$ cat src/rtl/mem_port_initiator.sv
// rtl/mem_port_initiator.sv - sized byte-address request driver for a 1-cycle-latency W0/R0 SRAM model
// Ports:
//   clock, reset_n     single clock, synchronous active-low reset
//   req_*              valid/ready request channel: write, byte addr, size (1/2/4/8 B), right-aligned wdata
//   resp_*             valid/ready in-order response channel: is_read, err, rdata (right-aligned)
//   W0_*               memory write port: clk, doubleword addr, en, data, byte mask
//   R0_*               memory read port: clk, doubleword addr, en; R0_data returns the cycle after R0_en
module mem_port_initiator #(
  parameter logic [63:0] BASE       = 64'h8000_0000,
  parameter int          ADDR_W     = 28,
  parameter int          RESP_DEPTH = 4
) (
  input  logic              clock,
  input  logic              reset_n,
  input  logic              req_valid,
  output logic              req_ready,
  input  logic              req_write,
  input  logic [63:0]       req_addr,
  input  logic [1:0]        req_size,
  input  logic [63:0]       req_wdata,
  output logic              resp_valid,
  input  logic              resp_ready,
  output logic              resp_is_read,
  output logic              resp_err,
  output logic [63:0]       resp_rdata,
  output logic              W0_clk,
  output logic [ADDR_W-1:0] W0_addr,
  output logic              W0_en,
  output logic [63:0]       W0_data,
  output logic [7:0]        W0_mask,
  output logic              R0_clk,
  output logic [ADDR_W-1:0] R0_addr,
  output logic              R0_en,
  input  logic [63:0]       R0_data
);

  localparam int PW = (RESP_DEPTH > 1) ? $clog2(RESP_DEPTH) : 1;
  localparam int CW = $clog2(RESP_DEPTH + 1);
  localparam logic [63:0]   WIN_BYTES = 64'd1 << (ADDR_W + 3);
  localparam logic [CW:0]   DEPTH_C   = (CW+1)'(RESP_DEPTH);
  localparam logic [PW-1:0] PTR_LAST  = PW'(RESP_DEPTH - 1);
  localparam logic [PW-1:0] PTR_ONE   = PW'(1);
  localparam logic [CW-1:0] CNT_ONE   = CW'(1);

  function automatic logic [7:0] size_bytes(input logic [1:0] size);
    case (size)
      2'd0:    return 8'h01;
      2'd1:    return 8'h03;
      2'd2:    return 8'h0F;
      default: return 8'hFF;
    endcase
  endfunction

  function automatic logic [2:0] align_bits(input logic [1:0] size);
    case (size)
      2'd0:    return 3'b000;
      2'd1:    return 3'b001;
      2'd2:    return 3'b011;
      default: return 3'b111;
    endcase
  endfunction

  function automatic logic [63:0] size_mask(input logic [1:0] size);
    case (size)
      2'd0:    return 64'h0000_0000_0000_00FF;
      2'd1:    return 64'h0000_0000_0000_FFFF;
      2'd2:    return 64'h0000_0000_FFFF_FFFF;
      default: return 64'hFFFF_FFFF_FFFF_FFFF;
    endcase
  endfunction

  function automatic logic [PW-1:0] ptr_next(input logic [PW-1:0] p);
    return (p == PTR_LAST) ? '0 : p + PTR_ONE;
  endfunction

  // Stage 1: request in flight while the memory performs its 1-cycle read
  logic       s1_valid;
  logic       s1_is_read;
  logic       s1_err;
  logic [1:0] s1_size;
  logic [2:0] s1_off;

  // Response FIFO
  logic          fifo_is_read [RESP_DEPTH];
  logic          fifo_err     [RESP_DEPTH];
  logic [63:0]   fifo_rdata   [RESP_DEPTH];
  logic [PW-1:0] wr_ptr;
  logic [PW-1:0] rd_ptr;
  logic [CW-1:0] count;

  logic [CW:0]   occ;
  logic          accept;
  logic          pop;
  logic [63:0]   rel;
  logic          misaligned;
  logic          out_of_window;
  logic          req_err;
  logic [2:0]    off;
  logic [ADDR_W-1:0] dw;
  logic [63:0]   push_rdata;

  assign W0_clk = clock;
  assign R0_clk = clock;

  // Stage 1 counts as a reserved slot, so a push can never find the FIFO full.
  assign occ       = {1'b0, count} + {{CW{1'b0}}, s1_valid};
  assign req_ready = reset_n && (occ < DEPTH_C);
  assign accept    = req_valid && req_ready;

  assign rel           = req_addr - BASE;
  assign off           = req_addr[2:0];
  assign dw            = rel[ADDR_W+2:3];
  assign misaligned    = |(req_addr[2:0] & align_bits(req_size));
  assign out_of_window = (req_addr < BASE) || (rel >= WIN_BYTES);
  assign req_err       = misaligned || out_of_window;

  always_comb begin
    W0_en   = 1'b0;
    W0_addr = '0;
    W0_data = '0;
    W0_mask = '0;
    R0_en   = 1'b0;
    R0_addr = '0;
    if (accept && !req_err) begin
      if (req_write) begin
        W0_en   = 1'b1;
        W0_addr = dw;
        W0_data = req_wdata << {off, 3'b000};
        W0_mask = size_bytes(req_size) << off;
      end else begin
        R0_en   = 1'b1;
        R0_addr = dw;
      end
    end
  end

  assign push_rdata = (s1_is_read && !s1_err)
                    ? ((R0_data >> {s1_off, 3'b000}) & size_mask(s1_size))
                    : '0;

  assign resp_valid   = (count != '0);
  assign pop          = resp_valid && resp_ready;
  assign resp_is_read = resp_valid && fifo_is_read[rd_ptr];
  assign resp_err     = resp_valid && fifo_err[rd_ptr];
  assign resp_rdata   = resp_valid ? fifo_rdata[rd_ptr] : '0;

  always_ff @(posedge clock) begin
    if (!reset_n) begin
      s1_valid   <= 1'b0;
      s1_is_read <= 1'b0;
      s1_err     <= 1'b0;
      s1_size    <= '0;
      s1_off     <= '0;
      wr_ptr     <= '0;
      rd_ptr     <= '0;
      count      <= '0;
    end else begin
      s1_valid <= accept;
      if (accept) begin
        s1_is_read <= !req_write;
        s1_err     <= req_err;
        s1_size    <= req_size;
        s1_off     <= off;
      end
      if (s1_valid) begin
        fifo_is_read[wr_ptr] <= s1_is_read;
        fifo_err[wr_ptr]     <= s1_err;
        fifo_rdata[wr_ptr]   <= push_rdata;
        wr_ptr               <= ptr_next(wr_ptr);
      end
      if (pop) begin
        rd_ptr <= ptr_next(rd_ptr);
      end
      case ({s1_valid, pop})
        2'b10:   count <= count + CNT_ONE;
        2'b01:   count <= count - CNT_ONE;
        default: count <= count;
      endcase
    end
  end

endmodule
$ cat config.mk
export PLATFORM = sky130hd
export DESIGN_NAME = mem_port_initiator
export DESIGN_NICKNAME = d
export VERILOG_FILES = /design/src/rtl/mem_port_initiator.sv
export SDC_FILE = /design/constraint.sdc
export NUM_CORES = 1
export LEC_CHECK = 0
export CAP_MARGIN = 20
export CORE_MARGIN = 5
export CORE_UTILIZATION = 50
export DETAILED_ROUTE_END_ITERATION = 16
export HOLD_SLACK_MARGIN = 0.05
export PLACE_DENSITY = 0.9
export SLEW_MARGIN = 20
export SYNTH_ARGS = -nofsm -noshare
export SYNTH_HDL_FRONTEND = slang
export SYNTH_SLANG_ARGS = --single-unit
$ cat constraint.sdc
create_clock -name clock -period 4.7 [get_ports clock]
set_input_delay 0.705 -clock clock [delete_from_list [all_inputs] [get_ports clock]]
set_output_delay 0.705 -clock clock [all_outputs]
set_load 0.01 [all_outputs]
==> results.cfg <==
[run_status]
status = completed

[setup_path]
r2r_cells = 4
cp_num_buf_inv = 4
cp_cell_sequence = clkdlybuf4s50_1 -> or4_4 -> or3_4 -> o21ai_1 -> nand3_1 -> or4_4 -> buf_12 -> buf_4 -> nor4_2 -> dlygate4sd2_1
crit_cells = 10
cp-end-kind = output port
path_max_fanout = 8
crit_top_cell = or4_4
start_kind = input pin
critPathMaxStageDelay_ps = 660
arrival_ps = 3940
critical_path.top_delay_family = simple AND/OR/NAND/NOR gates
cp.required_ps = 3990
worstSetupPathType = in -> out
crit_slowest_cell = or4_4

[worst_hold_path]
min_path_cells = 2
min_path_type = in -> reg

[die]
die_w_um = 191
ios = 399
die_y_um = 191
num_rows = 66
core-area_sq_mm = 0.0325
start_util = 0.505
die_area_sq_mm = 0.0365

[sta]
worst_slew_pin_slew_ps = 1170
max_freq_ghz = 0.215
clock_skew_ps = 7.99
slew_viol_final = 0
setup_viol = 0
setup_tns_ps = 0
layout_setup_ws_ps = 56.5
relSlewSlack = 0.217
fin_hold_ws_ps = 366
rsz0062_at_grt = yes
hold_violations = 0
min_period_over_period = 0.988
final.min_clock_period_ps = 4640

[detailed_routing]
drc = 0
wl_per_cell_um = 27.0
drt_iter0_drc = 1871
vias_per_cell = 6.36
drtPass1Iterations = 8
routed_wl_um = 57200
ant_nets = 0
via_count = 13500

[power]
p_sw_mw = 2.18
p_sw_frac = 0.294
p_clk_frac = 0.282
p_int_mw = 5.23
p_leak_nw = 7.45
p_per_area_mw_per_mm2 = 341
power_frac_comb = 0.332
ir_worst_vdd_uv = 306
seq_power_share = 0.386

[cells_and_area]
final_common_cell = clkdlybuf4s50_1
fillCellCount = 2235
final_cell_mix = clkdlybuf4s50_1 (265), edfxtp_1 (264), mux4_2 (105)
final_cells = 2122
area_growth_pct = 32.5
drive_gt1_frac = 0.289
fin_nets = 1869
fin_util = 0.669

[grt]
first_global_vias = 13600
grt_overflow_total = 0
grt_use_total = 0.305
grt_pass1_wl_um = 84200
grt_max_degree = 72
antenna_found_initial = 3

[yosys]
yosys_warnings = 0
synth_top_area_frac = 0.484
async_flop_share = 0
synth_edf_count = 264
ys_seq_area_frac = 0.504
netlist_top_cells_area = edfxtp_1 (48%), mux4_2 (14%), nor4_2 (3.7%)
yosysTopAreaCell = edfxtp_1
syn-num-nets = 1475
synth-main-ff-cell = edfxtp_1
synth_area_sq_mm = 0.0164
ys_seq_elements = 281
ys_types = 58
avgSynthCellArea_sq_um = 12.9
synth_cells = 1268

[placement]
io_buffers = 398
dpl.hpwl_um = 39700
dp.cells = 2065
gp_congestion = 1.01
dp_slack_ps = -492

[clock_tree]
clock_latency_ps = 640
cts_tree = built
path_clk_slew_ps = 60
holdBufCountCts = 0

[job]
drv_cap = 0
## logic make-up (layout without fill, tap and decap cells)
| logic type | Yosys count | in the layout | synth area share |
|---|---|---|---|
| AO/OA/AOI/OAI | 166 | 166 | 0.0683 |
| XOR/XNOR | 6 | 6 | 0.00321 |
| adder cells (fa/ha/maj) | 8 | 8 | 0.00656 |
| buffers and inverters | 165 | 573 | 0.0443 |
| flip-flops | 281 | 281 | 0.504 |
| multiplexers | 180 | 180 | 0.191 |
| other | 0 | 4 | 0 |
| AND/OR/NAND/NOR | 462 | 462 | 0.182 |
## final timing paths
| path | from | endpoint | slack (ps) |
|---|---|---|---|
| max | req_addr[44] | W0_data[63] | 60 |
| min | req_write | s1_is_read | 370 |
| max reg2reg | s1_off[0] | fifo_rdata[2][9] | 1240 |
| min reg2reg | s1_off[2] | s1_off[2] | 480 |
## stage by stage
step           total power [mW]  area, sq um
5_1_grt                    7.67        21700
2_1_floorplan              4.19        16400
3_3_place_gp               5.31        21100
4_1_cts                    7.41        21900
3_5_place_dp               5.36        21100
6_report                   7.40        21700
## flip-flops by register name, summed over array words and instances (netlist names), 2 cells and up, named ones only
name,cells
s1_off,3
fifo_rdata,256
fifo_is_read,4
count,3
wr_ptr,2
rd_ptr,2
fifo_err,4
s1_size,2
## cells in the mapped netlist, types with 4 or more instances
cell,count
edfxtp_1,264
and2_1,75
nand2_1,74
mux2i_1,58
a22oi_1,16
buf_2,4
a211o_1,9
nand2b_1,6
o22ai_1,8
a211oi_1,16
a21oi_1,71
o21a_1,9
nand4_1,4
nand3_1,10
dfxtp_1,17
nor3_1,13
or2_2,9
nor3_2,40
o211ai_1,8
buf_6,12
and3_1,4
a2111oi_2,8
nor2_1,101
nor4_2,49
buf_1,35
ha_1,7
mux4_2,105
inv_1,42
mux2_2,17
nor4b_2,8
clkbuf_1,68
nor4_1,27
xor2_1,5
o21ai_0,8
or3_1,5
nor2b_1,26
## cell type report
class / count / area [sq um] / share of cell area
multi-input combinational: 822 / 7580 / 0.349
tap: 442 / 553 / 0.0255
clock inverter: 13 / 83.8 / 0.00386
sequential: 281 / 8280 / 0.381
inverter: 43 / 161 / 0.00743
antenna: 4 / 10.0 / 0.000461
clock buffer: 34 / 757 / 0.0349
timing repair buffer: 483 / 4290 / 0.197
## what timing repair did
action | in CTS | in global routing
gates cloned | 0 | 2
pin swaps | 1 | 3
gates resized for setup | 179 | 215
endpoints found under the setup margin | 130 | 106
buffers inserted | 6 | 0
## power by group through the flow
stage               clock, mW  combinational [mW]  sequential [mW]
floorplan              0.0351                1.29             2.86
global placement       0.0433                2.37             2.90
CTS                      2.11                2.45             2.86
global route             2.23                2.58             2.87
detailed placement     0.0433                2.40             2.91
finish                   2.09                2.46             2.86
## routing by layer
| layer | share of wire | global-route usage | vias to the layer above |
|---|---|---|---|
| met1 | 0.34 | 0.374 | 6493 |
| met5 | 0 | 0 | - |
| li1 | - | - | 5670 |
| met3 | 0.12 | 0.0758 | 197 |
| met4 | 0.055 | 0.148 | 0 |
| met2 | 0.49 | 0.510 | 1146 |
(Power assumes the default switching activity.)
